**src/rtl/w_update_sched_pkg.sv**
```systemverilog
// Shared types for the weight-update scheduler and its helpers.
//   sched_state_e : scheduler mode (arbitrating vs. bulk-clear sweep)
//   req_sel_e     : which requester a round-robin pointer favours
//   w_code_t      : 2-bit FIR weight code
package w_ctrl_pkg;

  typedef enum logic {
    IDLE  = 1'b0,
    CLEAR = 1'b1
  } sched_state_e;

  typedef enum logic {
    REQ_HOST = 1'b0,
    REQ_ADP  = 1'b1
  } req_sel_e;

  typedef logic [1:0] w_code_t;

endpackage

```
**src/rtl/w_update_sched_if.sv**
```systemverilog
// Bundle of all request, clear-control and FIR-update signals of w_update_sched.
//   master : requester / controller side (drives requests and clr_start)
//   slave  : scheduler side (drives readies, status and the FIR update bus)
interface w_update_sched_if
  import w_ctrl_pkg::*;
#(
  parameter int IDX_W  = 10,
  parameter int DROP_W = 8
);

  logic              host_valid;
  logic [IDX_W-1:0]  host_idx;
  w_code_t           host_data;
  logic              host_ready;

  logic              adp_valid;
  logic [IDX_W-1:0]  adp_idx;
  w_code_t           adp_data;
  logic              adp_ready;

  logic              clr_start;
  w_code_t           clr_value;
  logic              busy;
  logic              clr_done;

  logic              upd_valid;
  logic [IDX_W-1:0]  upd_idx;
  w_code_t           upd_data;
  logic [DROP_W-1:0] drop_cnt;

  modport master (
    output host_valid, host_idx, host_data,
    output adp_valid, adp_idx, adp_data,
    output clr_start, clr_value,
    input  host_ready, adp_ready, busy, clr_done,
    input  upd_valid, upd_idx, upd_data, drop_cnt
  );

  modport slave (
    input  host_valid, host_idx, host_data,
    input  adp_valid, adp_idx, adp_data,
    input  clr_start, clr_value,
    output host_ready, adp_ready, busy, clr_done,
    output upd_valid, upd_idx, upd_data, drop_cnt
  );

endinterface

```
**src/rtl/w_update_sched_rr_arb2.sv**
```systemverilog
// Two-requester round-robin arbiter.
//   clk, rst : clock, synchronous active-high reset (pointer -> requester 0)
//   en       : arbitration enable; no grant when low
//   req[1:0] : request vector (bit 0 = host, bit 1 = adaptive engine)
//   gnt[1:0] : one-hot (or zero) combinational grant
// A lone requester is granted without touching the pointer; on a two-way
// contention the pointed-to side wins and the pointer flips to the other.
module rr_arb2
  import w_ctrl_pkg::*;
(
  input  logic       clk,
  input  logic       rst,
  input  logic       en,
  input  logic [1:0] req,
  output logic [1:0] gnt
);

  req_sel_e ptr;
  logic     contend;

  assign contend = en && (req == 2'b11);

  always_comb begin
    gnt = '0;
    if (en) begin
      if (req == 2'b11) begin
        gnt = (ptr == REQ_HOST) ? 2'b01 : 2'b10;
      end else begin
        gnt = req;
      end
    end
  end

  always_ff @(posedge clk) begin
    if (rst) begin
      ptr <= REQ_HOST;
    end else if (contend) begin
      ptr <= (ptr == REQ_HOST) ? REQ_ADP : REQ_HOST;
    end
  end

endmodule

```
**src/rtl/w_update_sched.sv**
```systemverilog
// Write scheduler in front of the FIR weight-bank update port.
//   clock, reset : system clock, synchronous active-high reset
//   bus (slave)  : host and adaptive write requests with combinational
//                  readies, bulk-clear start/value with busy/clr_done status,
//                  registered FIR update bus (upd_valid/upd_idx/upd_data) and
//                  the saturating out-of-range drop counter.
// In IDLE the two requesters are round-robin arbitrated; an accepted request
// appears on the update bus one cycle later, or is counted as a drop when its
// index is outside the tap range. In CLEAR every tap index 0..N-1 is written
// with the captured clear value on consecutive cycles.
module w_update_sched
  import w_ctrl_pkg::*;
#(
  parameter int N      = 1008,
  parameter int DROP_W = 8
)(
  input  logic         clock,
  input  logic         reset,
  w_update_sched_if.slave bus
);

  localparam int IDX_W = $clog2(N);
  localparam logic [IDX_W-1:0] LAST_IDX = IDX_W'(N - 1);

  sched_state_e      state, state_n;
  logic              upd_valid_q, upd_valid_n;
  logic [IDX_W-1:0]  upd_idx_q, upd_idx_n;
  w_code_t           upd_data_q, upd_data_n;
  logic              clr_done_q, clr_done_n;
  w_code_t           clr_val_q, clr_val_n;
  logic [DROP_W-1:0] drop_q, drop_n;

  logic              arb_en;
  logic [1:0]        gnt;
  logic [IDX_W-1:0]  sel_idx;
  w_code_t           sel_data;

  // A clear start wins over both requesters in the cycle it is seen.
  assign arb_en = (state == IDLE) && !bus.clr_start;

  rr_arb2 u_arb (
    .clk (clock),
    .rst (reset),
    .en  (arb_en),
    .req ({bus.adp_valid, bus.host_valid}),
    .gnt (gnt)
  );

  assign bus.host_ready = gnt[0];
  assign bus.adp_ready  = gnt[1];
  assign bus.busy       = (state == CLEAR);
  assign bus.clr_done   = clr_done_q;
  assign bus.upd_valid  = upd_valid_q;
  assign bus.upd_idx    = upd_idx_q;
  assign bus.upd_data   = upd_data_q;
  assign bus.drop_cnt   = drop_q;

  always_comb begin
    state_n     = state;
    upd_valid_n = 1'b0;
    upd_idx_n   = upd_idx_q;
    upd_data_n  = upd_data_q;
    clr_done_n  = 1'b0;
    clr_val_n   = clr_val_q;
    drop_n      = drop_q;
    sel_idx     = gnt[1] ? bus.adp_idx  : bus.host_idx;
    sel_data    = gnt[1] ? bus.adp_data : bus.host_data;

    unique case (state)
      IDLE: begin
        if (bus.clr_start) begin
          // First sweep write is issued straight from the start cycle.
          state_n     = CLEAR;
          clr_val_n   = bus.clr_value;
          upd_valid_n = 1'b1;
          upd_idx_n   = '0;
          upd_data_n  = bus.clr_value;
          clr_done_n  = (N == 1);
        end else if (gnt != 2'b00) begin
          if (sel_idx > LAST_IDX) begin
            if (drop_q != '1) begin
              drop_n = drop_q + DROP_W'(1);
            end
          end else begin
            upd_valid_n = 1'b1;
            upd_idx_n   = sel_idx;
            upd_data_n  = sel_data;
          end
        end
      end
      CLEAR: begin
        // upd_idx_q is the index currently on the bus; the sweep ends once
        // the last index has been presented.
        if (upd_idx_q == LAST_IDX) begin
          state_n = IDLE;
        end else begin
          upd_valid_n = 1'b1;
          upd_idx_n   = upd_idx_q + IDX_W'(1);
          upd_data_n  = clr_val_q;
          clr_done_n  = ((upd_idx_q + IDX_W'(1)) == LAST_IDX);
        end
      end
      default: state_n = IDLE;
    endcase
  end

  always_ff @(posedge clock) begin
    if (reset) begin
      state       <= IDLE;
      upd_valid_q <= 1'b0;
      upd_idx_q   <= '0;
      upd_data_q  <= '0;
      clr_done_q  <= 1'b0;
      clr_val_q   <= '0;
      drop_q      <= '0;
    end else begin
      state       <= state_n;
      upd_valid_q <= upd_valid_n;
      upd_idx_q   <= upd_idx_n;
      upd_data_q  <= upd_data_n;
      clr_done_q  <= clr_done_n;
      clr_val_q   <= clr_val_n;
      drop_q      <= drop_n;
    end
  end

endmodule

```
**src/flat_wrapper.sv**
```systemverilog
// flat-port wrapper written by rule: the top's interface ports become plain ports
module w_update_sched_flat import w_ctrl_pkg::*;
#(
  parameter int N      = 1008,
  parameter int DROP_W = 8
)
  (clock, reset, bus_host_valid, bus_host_idx, bus_host_data, bus_adp_valid, bus_adp_idx, bus_adp_data, bus_clr_start, bus_clr_value, bus_host_ready, bus_adp_ready, bus_busy, bus_clr_done, bus_upd_valid, bus_upd_idx, bus_upd_data, bus_drop_cnt);
  w_update_sched_if #(.IDX_W((10)), .DROP_W(DROP_W)) bus_i ();
  input  logic clock;
  input  logic reset;
  input wire logic [$bits(bus_i.host_valid)-1:0] bus_host_valid;
  input wire logic [$bits(bus_i.host_idx)-1:0] bus_host_idx;
  input wire logic [$bits(bus_i.host_data)-1:0] bus_host_data;
  input wire logic [$bits(bus_i.adp_valid)-1:0] bus_adp_valid;
  input wire logic [$bits(bus_i.adp_idx)-1:0] bus_adp_idx;
  input wire logic [$bits(bus_i.adp_data)-1:0] bus_adp_data;
  input wire logic [$bits(bus_i.clr_start)-1:0] bus_clr_start;
  input wire logic [$bits(bus_i.clr_value)-1:0] bus_clr_value;
  output wire logic [$bits(bus_i.host_ready)-1:0] bus_host_ready;
  output wire logic [$bits(bus_i.adp_ready)-1:0] bus_adp_ready;
  output wire logic [$bits(bus_i.busy)-1:0] bus_busy;
  output wire logic [$bits(bus_i.clr_done)-1:0] bus_clr_done;
  output wire logic [$bits(bus_i.upd_valid)-1:0] bus_upd_valid;
  output wire logic [$bits(bus_i.upd_idx)-1:0] bus_upd_idx;
  output wire logic [$bits(bus_i.upd_data)-1:0] bus_upd_data;
  output wire logic [$bits(bus_i.drop_cnt)-1:0] bus_drop_cnt;
  assign bus_i.host_valid = bus_host_valid;
  assign bus_i.host_idx = bus_host_idx;
  assign bus_i.host_data = bus_host_data;
  assign bus_i.adp_valid = bus_adp_valid;
  assign bus_i.adp_idx = bus_adp_idx;
  assign bus_i.adp_data = bus_adp_data;
  assign bus_i.clr_start = bus_clr_start;
  assign bus_i.clr_value = bus_clr_value;
  assign bus_host_ready = bus_i.host_ready;
  assign bus_adp_ready = bus_i.adp_ready;
  assign bus_busy = bus_i.busy;
  assign bus_clr_done = bus_i.clr_done;
  assign bus_upd_valid = bus_i.upd_valid;
  assign bus_upd_idx = bus_i.upd_idx;
  assign bus_upd_data = bus_i.upd_data;
  assign bus_drop_cnt = bus_i.drop_cnt;
  w_update_sched #(.N(N), .DROP_W(DROP_W)) u_core (.clock(clock), .reset(reset), .bus(bus_i));
endmodule
```
**config.mk**
```make
export PLATFORM = sky130hd
export DESIGN_NAME = w_update_sched_flat
export DESIGN_NICKNAME = d
export VERILOG_FILES = /design/src/rtl/w_update_sched_pkg.sv /design/src/rtl/w_update_sched_if.sv /design/src/rtl/w_update_sched_rr_arb2.sv /design/src/rtl/w_update_sched.sv /design/src/flat_wrapper.sv
export SDC_FILE = /design/constraint.sdc
export NUM_CORES = 1
export LEC_CHECK = 0
export BUFFER_PORTS_ARGS = -buffer_cell sky130_fd_sc_hd__buf_2
export CAP_MARGIN = 20
export CORE_MARGIN = 2
export CORE_UTILIZATION = 40
export DETAILED_ROUTE_END_ITERATION = 8
export GPL_ROUTABILITY_DRIVEN = 1
export PLACE_DENSITY_LB_ADDON = 0.05
export SYNTH_ARGS = -nofsm -noshare
export SYNTH_HDL_FRONTEND = slang
export SYNTH_SLANG_ARGS = --single-unit
```
**constraint.sdc**
```tcl
create_clock -name clock -period 4.3 [get_ports clock]
set_clock_uncertainty 0.2 [all_clocks]
set_input_delay 0 -clock clock [delete_from_list [all_inputs] [get_ports clock]]
set_output_delay 0 -clock clock [all_outputs]
set_load 0.01 [all_outputs]
```
==> results of run 1 <==
-- worst paths after layout --
check                                      start                             endpoint  slack (ns)
max                   u_core.bus.busy$_SDFF_PP0_  u_core.bus.upd_data[1]$_SDFFE_PP0P_        0.44
max reg2reg           u_core.bus.busy$_SDFF_PP0_  u_core.bus.upd_data[1]$_SDFFE_PP0P_        0.44
min reg2reg  u_core.bus.upd_data[0]$_SDFFE_PP0P_  u_core.bus.upd_data[0]$_SDFFE_PP0P_        0.33
min                             bus_host_data[0]  u_core.bus.upd_data[0]$_SDFFE_PP0P_      -0.005
-- layout make-up --
type,instances,area [um2]
fill,382,1640
timing repair buffer,72,443
tap,48,60.1
sequential,26,520
multi-input combinational,145,995
inverter,7,26.3
clock buffer,4,55.1
-- layer usage --
layer | up-vias | part of all wire (%) | track usage (%)
li1 | 831 | - | -
met1 | 769 | 46 | 30.3
met2 | 62 | 45 | 38.1
met3 | 10 | 6.9 | 4.90
met4 | 0 | 2.0 | 9.69
met5 | - | 0 | 0
-- placed cells by master, fill, tap and decap left out, types with 4 or more instances in the layout --
master / n
nor2b_1: 4
mux2i_1: 7
nand2_1: 14
inv_1: 6
and3_1: 7
a311oi_1: 5
nor3_1: 7
xnor2_1: 9
o21a_1: 4
a21oi_1: 5
buf_2: 55
o211ai_1: 4
nor2_1: 17
dfxtp_1: 26
and2_1: 4
clkbuf_8: 4
nand3_1: 9
dlygate4sd3_1: 16
-- state kept, by name (all words and copies together) (netlist names) --
register and cells:
u_core.bus.busy 1, u_core.bus.clr_done 1, u_core.bus.upd_valid 1, u_core.clr_val_q 2, u_core.u_arb.ptr 1, u_core.bus.upd_idx 10, u_core.bus.upd_data 2, u_core.bus.drop_cnt 8
-- metrics by stage --
step / setup slack, ns / cell area (um2) / hold WS, ns / util [%] / instances
floorplan: 2.12 / 1590 / -0.118 / - / 186
global placement: 1.39 / 1880 / 0.0552 / 50.3 / 282
detailed placement: 1.25 / 1880 / 0.0750 / 50.3 / 282
CTS: 0.553 / 2100 / 0.000197 / 56.1 / 302
global route: 0.216 / 2100 / 0.0167 / 56.1 / 302
finish: 0.441 / 2100 / -0.00490 / 56.1 / 302
-- power by group --
group / total, W / internal (W) / switching [W] / leakage (nW)
sequential: 0.000269 / 0.000252 / 0.0000165 / 0.213
combinational: 0.000109 / 0.0000544 / 0.0000548 / 0.678
clock: 0.000159 / 0.0000819 / 0.0000774 / 0.0288
total: 0.000537 / 0.000389 / 0.000149 / 0.920
-- tightest hold or removal path, delay by kind of cell --
family	cells	cell delay, ns
buffers and inverters	1	0.09
and+or+nand+nor	1	0.13
AOI/OAI and AO/OA	2	0.20
-- cell families (layout without fill, tap and decap cells) --
| group | Yosys count | count (layout) | share of synthesized area [%] |
|---|---|---|---|
| mux | 10 | 10 | 6.55 |
| xor+xnor | 11 | 11 | 6.08 |
| buf+inv | 15 | 83 | 4.42 |
| compound gates | 45 | 45 | 22.7 |
| simple gates | 76 | 76 | 25.1 |
| fa+ha+maj | 3 | 3 | 2.37 |
| flops | 26 | 26 | 32.8 |
-- repair_timing --
action | in CTS | in global routing
setup buffers | 0 | 0
hold buffers | 16 | 0
endpoints found under the hold margin | 15 | 0
==> results.toml, run 1 <==
[status]
outcome = "complete, but fails checks"
violations = "negative hold slack"

[yosys]
synth_fp_nets = 220
async_flop_share_pct = 0
synth_top_flop_cell = "dfxtp_1"
yosys_warnings = 0
ys_ff_latch = 26
synth_top_area_cell = "dfxtp_1"
synthTopCellsByCount = "26 x dfxtp_1, 17 x nor2_1, 14 x nand2_1"
synth_area_mm2 = 0.00159
yosysMostFrequentCell = "dfxtp_1"
synth.distinct_cells = 49
ys_top_cells_by_area = "dfxtp_1 33%, xnor2_1 5.0%, mux2i_1 4.4%, nor2_1 4.0%, nand2_1 3.3%"
syn_area_per_cell_um2 = 8.52
synthCells = 186
synth.top_cell.area_share_pct = 32.8
yosysSeqAreaShare_pct = 32.8
synth_edf_count = 0

[die]
fp.dieArea_mm2 = 0.00448
ios = 56
dieHeight_um = 67.0
rows = 22
fp.dieW_um = 67.0
initial_core_util_pct = 42.3
core-area_mm2 = 0.00374

[place]
portBuffers = 55
place.gp.congestion = 0.855
dpl.hpwl_mm = 3.48

[clocking]
cts_buffers = 3
cts_num_sinks = 26
clk_pin_slew_ns = 0.09
htreeDepth = 1
cts-root-buf = "clkbuf_8"
cts_tree = "built"
clk_latency_ns = 0.27
clock_path_buffers = 2
cts_resized = 0

[critical_path]
path_common_cell = "dlygate4sd3_1"
cp_num_buf_inv = 3
cp_cell_sequence = "nor2_1, nand3_1, inv_1, a21oi_1, dlygate4sd3_1, a311oi_1, dlygate4sd3_1"
path_max_fanout = 16
r2r_cells = 7
crit_family = "buffers and inverters"
critPathCaptureType = "register"
path_class = "reg -> reg"
cp-start-kind = "register"
crit_required_ns = 4.32
crit_arrival_ns = 3.88
worst-path-stages = 7
slowest_stage = "nor2_1"
max_stage_delay_ns = 0.71

[sta]
slew_viol_final = 0
tightest_slew_ns = 0.945
period_share_pct = 89.7
setup_viol = 0
min_period_ns = 3.86
relSlewSlack_pct = 36.4
setup_tns_ns = 0
max_freq_mhz = 259
holdWs_ns = -0.00490
rsz0062_at_grt = "no"
hold_viol = 2

[final_layout]
drive_gt1_share_pct = 26.8
area_growth_syn_to_layout_pct = 32.4
diodes = 0
nets = 289

[route]
wire_per_inst_um = 15.2
viasPerCell = 5.54
ant_nets = 0
post-route-drc-count = 0
via_count = 1672
first_pass_iters = 4
drt-initial-drc-count = 92
routed_wl_mm = 4.58

[grt]
antenna_found_initial = 0
grt_max_degree = 21
grt_util_all_layers_pct = 23.6
grt_pass1_vias = 1737
grt_pass1_wl_mm = 8.04
gr-total-overflow = 0

[power]
powerDensity_mw_per_mm2 = 256
irDropWorstVdd_v = 0.000187
leakage_nw = 0.920
p_total_w = 0.000537

[min_path]
holdPathStages = 4
worst_hold_path_type = "in -> reg"

[flow_run]
drv_cap = 0
No activity file was read; power rests on OpenSTA's default activity.
==> inputs of run 2 (changes only) <==
--- a/config.mk
+++ b/config.mk
@@ -14,4 +14,5 @@
 export PLACE_DENSITY_LB_ADDON = 0.05
 export SYNTH_ARGS = -nofsm -noshare
 export SYNTH_HDL_FRONTEND = slang
+export SYNTH_HIERARCHICAL = 1
 export SYNTH_SLANG_ARGS = --single-unit
==> run 2 against run 1 <==
Against the previous run:
- the run still ends with negative hold slack left
- power up 2.7%
- non-clock buffer count down 5
- combinational power up 11%
- sequential share of layout area up 0.10 points
- synthesized cell count up 10%
- first-iteration DRC count up 25%
- flip-flop and latch count unchanged
- global-route usage down 2.0 points
- critical path depth up 3
- design area down 0.42%
==> results.toml, run 2 <==
[yosys]
ys_top_cells_by_area = "dfxtp_1 32%, mux2i_1 7.9%, a21oi_1 6.7%, nand2_1 3.4%, nand3_1 3.3%"
synth_edf_count = 0
synth_fp_nets = 239
synthTopCellsByCount = "26 x dfxtp_1, 22 x a21oi_1, 15 x nand2_1"
synth.top_cell.area_share_pct = 31.7
ys_ff_latch = 26
synth_area_mm2 = 0.00164
async_flop_share_pct = 0
synth.distinct_cells = 47
yosys_warnings = 6
yosysMostFrequentCell = "dfxtp_1"
synth_top_flop_cell = "dfxtp_1"
synth_top_area_cell = "dfxtp_1"
yosysSeqAreaShare_pct = 31.7
synthCells = 205
syn_area_per_cell_um2 = 8.02

[clocking]
clk_pin_slew_ns = 0.09
cts_num_sinks = 26
htreeDepth = 1
clk_latency_ns = 0.27
cts-root-buf = "clkbuf_8"
cts_buffers = 3
cts_tree = "built"
clock_path_buffers = 2

[route]
post-route-drc-count = 0
routed_wl_mm = 4.72
wire_per_inst_um = 15.0
drt-initial-drc-count = 115
ant_nets = 0
viasPerCell = 5.55
first_pass_iters = 5
via_count = 1744

[power]
leakage_nw = 0.874
powerDensity_mw_per_mm2 = 264
irDropWorstVdd_v = 0.000114

[sta]
min_period_ns = 3.63
period_share_pct = 84.5
relSlewSlack_pct = 52.1
tightest_slew_ns = 0.715
setup_tns_ns = 0
setup_viol = 0
hold_viol = 1
slew_viol_final = 0
rsz0062_at_grt = "no"
max_freq_mhz = 275
holdWs_ns = -0.00840

[grt]
antenna_found_initial = 0
grt_pass1_vias = 1565
gr-total-overflow = 0
grt_pass1_wl_mm = 7.64
grt_util_all_layers_pct = 21.6
grt_max_degree = 29

[critical_path]
crit_required_ns = 4.30
r2r_start = "u_core/bus.busy$_SDFF_PP0_"
path_max_fanout = 20
crit_start = "u_core/bus.busy$_SDFF_PP0_"
cp-start-kind = "register"
path_class = "reg -> reg"
critPathCaptureType = "register"
crit_arrival_ns = 3.64
r2r_cells = 10

[die]
rows = 23
fp.dieW_um = 68.1
initial_core_util_pct = 41.4
dieHeight_um = 68.1
core-area_mm2 = 0.00397
ios = 56
fp.dieArea_mm2 = 0.00464

[status]
outcome = "complete, but fails checks"
violations = "negative hold slack"

[place]
portBuffers = 55
dpl.hpwl_mm = 3.44
placed_cells = 302
place.gp.congestion = 0.830

[final_layout]
nets = 299
fin_util_pct = 52.6
fin_cells = 314
drive_gt1_share_pct = 28.0
diodes = 0
layout_common_cells = "55 x buf_2, 26 x dfxtp_1, 21 x a21oi_1"
fill_cells = 405
area_growth_syn_to_layout_pct = 27.2
final_common_cell = "buf_2"
largest_register_ffs = 10

[min_path]
holdPathStages = 5
hp-start = "bus_adp_idx[0]"
worst_hold_path_type = "in -> reg"

[flow_run]
drv_cap = 0
## run 2: final timing paths
path	end	slack, ns
worst max-delay path	u_core/bus.drop_cnt[6]$_SDFFE_PP0P_	0.67
worst min register to register	u_core/bus.drop_cnt[4]$_SDFFE_PP0P_	0.32
worst max register to register	u_core/bus.drop_cnt[6]$_SDFFE_PP0P_	0.67
worst min-delay path	u_core/bus.upd_idx[0]$_SDFFE_PP0P_	-0.008
## run 2: routing by layer
| layer | part of all wire (%) | track usage, % | routed length (um) | vias up |
|---|---|---|---|---|
| met4 | 1.3 | 5.25 | 63 | 0 |
| li1 | - | - | - | 882 |
| met5 | 0 | 0 | 0 | - |
| met3 | 5.8 | 3.29 | 275 | 6 |
| met1 | 48 | 31.4 | 2260 | 794 |
| met2 | 45 | 33.4 | 2120 | 62 |
## run 2: power breakdown
part	leakage, nW	switching, W	total, W	internal [W]
sequential	0.213	0.0000181	0.000271	0.000253
combinational	0.632	0.0000647	0.000121	0.0000559
clock	0.0288	0.0000776	0.000159	0.0000818
total	0.874	0.000160	0.000552	0.000391
## run 2: logic make-up (layout without fill, tap and decap cells)
family / Yosys count / after routing / share of synthesized area (%)
AOI/OAI and AO/OA: 56 / 56 / 22.2
xor gates and xnor gates: 6 / 6 / 3.20
adders and majority gates: 3 / 3 / 2.28
buffers and inverters: 21 / 80 / 5.71
DFF: 26 / 26 / 31.7
muxes: 16 / 16 / 10.2
and+or+nand+nor: 77 / 77 / 24.7
## run 2: metrics by stage
stage                     cell area, um2  total power (W)  setup WS, ns
final                               2090         0.000552         0.666
after global routing                2090         0.000586         0.455
after CTS                           2090         0.000557         0.704
after detailed placement            1960         0.000391         0.720
after global placement              1960         0.000392         0.789
after floorplan                     1640         0.000345          1.29
## run 2: worst max-delay path, stage by stage, from the launching register on
cell and delay [ns]:
dfxtp_1 0.44, or2_2 0.44, inv_1 0.22, nand2_1 0.09, a21oi_2 0.23, buf_4 0.29
nand3_1 0.14, a221o_1 0.59, buf_4 0.28, or4_1 0.49, a21oi_1 0.14
## run 2: repair_timing
item                                   in CTS  in global routing
gates resized for setup                     0                  0
hold buffers                                8                  0
setup buffers                               0                  0
endpoints found under the hold margin       6                  0
## run 2: cell type report
| cell class | instances | area (um2) | share of cell area [%] |
|---|---|---|---|
| sequential | 26 | 520 | 24.9 |
| timing repair buffer | 67 | 385 | 18.4 |
| inverter | 9 | 33.8 | 1.62 |
| tap | 50 | 62.6 | 2.99 |
| multi-input combinational | 158 | 1030 | 49.4 |
| clock buffer | 4 | 55.1 | 2.63 |
==> inputs of run 3 (changes only) <==
==> constraint.sdc (replaced) <==
create_clock -name clock -period 3.15 [get_ports clock]
set_clock_uncertainty 0.2 [all_clocks]
set_input_delay 0 -clock clock [delete_from_list [all_inputs] [get_ports clock]]
set_output_delay 0 -clock clock [all_outputs]
set_load 0.01 [all_outputs]
==> run 3 against run 2 <==
Against the previous run:
- the flow now finishes without violations
- sequential power rose by 35%
- count of clock-buffer cells in the layout is 1 lower
- global-route usage increased by 0.61 points
- via count grew 0.86%
- worst hold slack better by 0.010 ns
- design area up 2.2%
- flip-flop and latch count did not move
==> results.toml, run 3 (synthesis gave the netlist of run 2 again) <==
[route]
via_count = 1759
wire_per_inst_um = 14.9
post-route-drc-count = 0
ant_nets = 0
viasPerCell = 5.48
first_pass_iters = 4
drt-initial-drc-count = 126
routed_wl_mm = 4.79

[grt]
antenna_found_initial = 0
grt_util_met3_pct = 2.14
gr-total-overflow = 0
grt_busiest_layer = "met2"
grt_pass1_wl_mm = 7.75
met2_usage_pct = 36.5
grt_pass1_vias = 1612
grt_util_all_layers_pct = 22.2
use_met1_pct = 30.4
grt_max_degree = 29

[die]
initial_core_util_pct = 41.4
core-area_mm2 = 0.00397
fp.dieArea_mm2 = 0.00464
fp.dieW_um = 68.1
dieHeight_um = 68.1
rows = 23
ios = 56

[final_layout]
drive_gt1_share_pct = 29.9
nets = 307
diodes = 0
largest_register_ffs = 10
area_growth_syn_to_layout_pct = 30.0
fill_cells = 396
final_common_cell = "buf_2"
layout_common_cells = "55 x buf_2, 26 x dfxtp_1, 21 x a21oi_1"

[place]
place.gp.congestion = 0.845
dpl.hpwl_mm = 3.49
portBuffers = 55

[clocking]
cts-root-buf = "clkbuf_8"
cts_num_sinks = 26
clk_latency_ns = 0.27
clk_pin_slew_ns = 0.09
cts_buffers = 3
clock_path_buffers = 2
htreeDepth = 1
cts_tree = "built"
cts_setup_buffers = 0

[power]
irDropWorstVdd_v = 0.000159
powerDensity_mw_per_mm2 = 343
p_int_w = 0.000514
pwr-share-comb_pct = 24.0
switching_share_pct = 29.9
p_total_w = 0.000734
clkPwrFrac_pct = 26.3
p_sw_w = 0.000220
leakage_nw = 0.907
pwr-share-seq_pct = 49.7

[critical_path]
r2r-end = "u_core/bus.drop_cnt[5]$_SDFFE_PP0P_"
path_class = "reg -> reg"
crit_path_end = "u_core/bus.drop_cnt[5]$_SDFFE_PP0P_"
reg2reg_slack_ns = 0.36
crit_arrival_ns = 2.75
crit_start = "u_core/bus.busy$_SDFF_PP0_"
critPathCaptureType = "register"
path_max_fanout = 11
r2r_start = "u_core/bus.busy$_SDFF_PP0_"
cp-start-kind = "register"
r2r_cells = 9
crit_required_ns = 3.12

[sta]
period_share_pct = 88.4
tightest_slew_ns = 0.818
slew_viol_final = 0
min_period_ns = 2.79
max_freq_mhz = 359
rsz0062_at_grt = "no"
setup_tns_ns = 0
hold_viol = 0
setup_viol = 0
relSlewSlack_pct = 44.9

[min_path]
worst_hold_path_type = "in -> reg"

[status]
outcome = "finished clean"

[flow_run]
drv_cap = 0
==> run 3: cell types whose count changed in the layout (fill, tap and decap cells not counted) <==
cell      change
buf_4         +8
clkbuf_8      -1
==> run 3: final cells by class <==
type                    count  area, um2  area share, %
repair buffers             75        445           20.8
flip-flops and latches     26        520           24.4
multi-input cells         158       1030           48.4
well taps                  50       62.6           2.93
inverters                   9       33.8           1.58
clock buffers               3       41.3           1.93
==> run 3: through the flow <==
| step | std cells | hold slack, ns | setup WS [ns] | util (%) | cell area, um2 |
|---|---|---|---|---|---|
| CTS | 321 | 0.00377 | 0.361 | 53.8 | 2140 |
| detailed placement | 310 | 0.0689 | 0.376 | 50.8 | 2020 |
| finish | 321 | 0.00181 | 0.365 | 53.8 | 2140 |
| global placement | 310 | 0.0664 | 0.425 | 50.8 | 2020 |
| floorplan | 205 | -0.0987 | 0.141 | - | 1640 |
| global route | 321 | 0.0345 | 0.202 | 53.8 | 2140 |
==> run 3: how the worst min path moves through the flow <==
stage / slack [ns] / depth (start not counted) / start / to
floorplan: -0.1 / 1 / bus_adp_valid / bus_host_ready
global placement: 0.07 / 3 / bus_clr_value[1] / u_core/clr_val_q[1]$_SDFFE_PP0P_
detailed placement: 0.07 / 3 / bus_clr_value[0] / u_core/clr_val_q[0]$_SDFFE_PP0P_
CTS: 0.004 / 4 / bus_clr_start / u_core/bus.upd_data[0]$_SDFFE_PP0P_
global route: 0.03 / 2 / reset / u_core/bus.drop_cnt[1]$_SDFFE_PP0P_
finish: 0.002 / 2 / reset / u_core/bus.drop_cnt[6]$_SDFFE_PP0P_
==> run 3: power groups by stage <==
stage	sequential, W	combinational, W	clock (W)
after global routing	0.000368	0.000195	0.000215
final	0.000365	0.000176	0.000193
after global placement	0.000373	0.000168	0
after detailed placement	0.000372	0.000168	0
after CTS	0.000365	0.000176	0.000204
after floorplan	0.000376	0.0000942	0
==> run 3: what timing repair did <==
action	CTS	global route
endpoints found under the setup margin	0	0
hold endpoints to repair	4	0
hold buffers	8	0
gates resized for setup	0	0
==> run 3: worst max-delay path, cell delays in order, from the launching register on <==
cell	delay (ns)
dfxtp_1	0.31
or2_2	0.40
inv_1	0.10
nand2_1	0.06
a21oi_2	0.13
buf_4	0.22
nand3_1	0.13
a221o_1	0.44
nor4_1	0.32
mux2_2	0.36
==> run 3: metal layers <==
metal	part of all wire, %	wire [um]	vias to the layer above
li1	-	-	895
met2	46	2200	66
met1	47	2270	792
met3	5.6	267	6
met5	0	0	-
met4	1.0	50	0
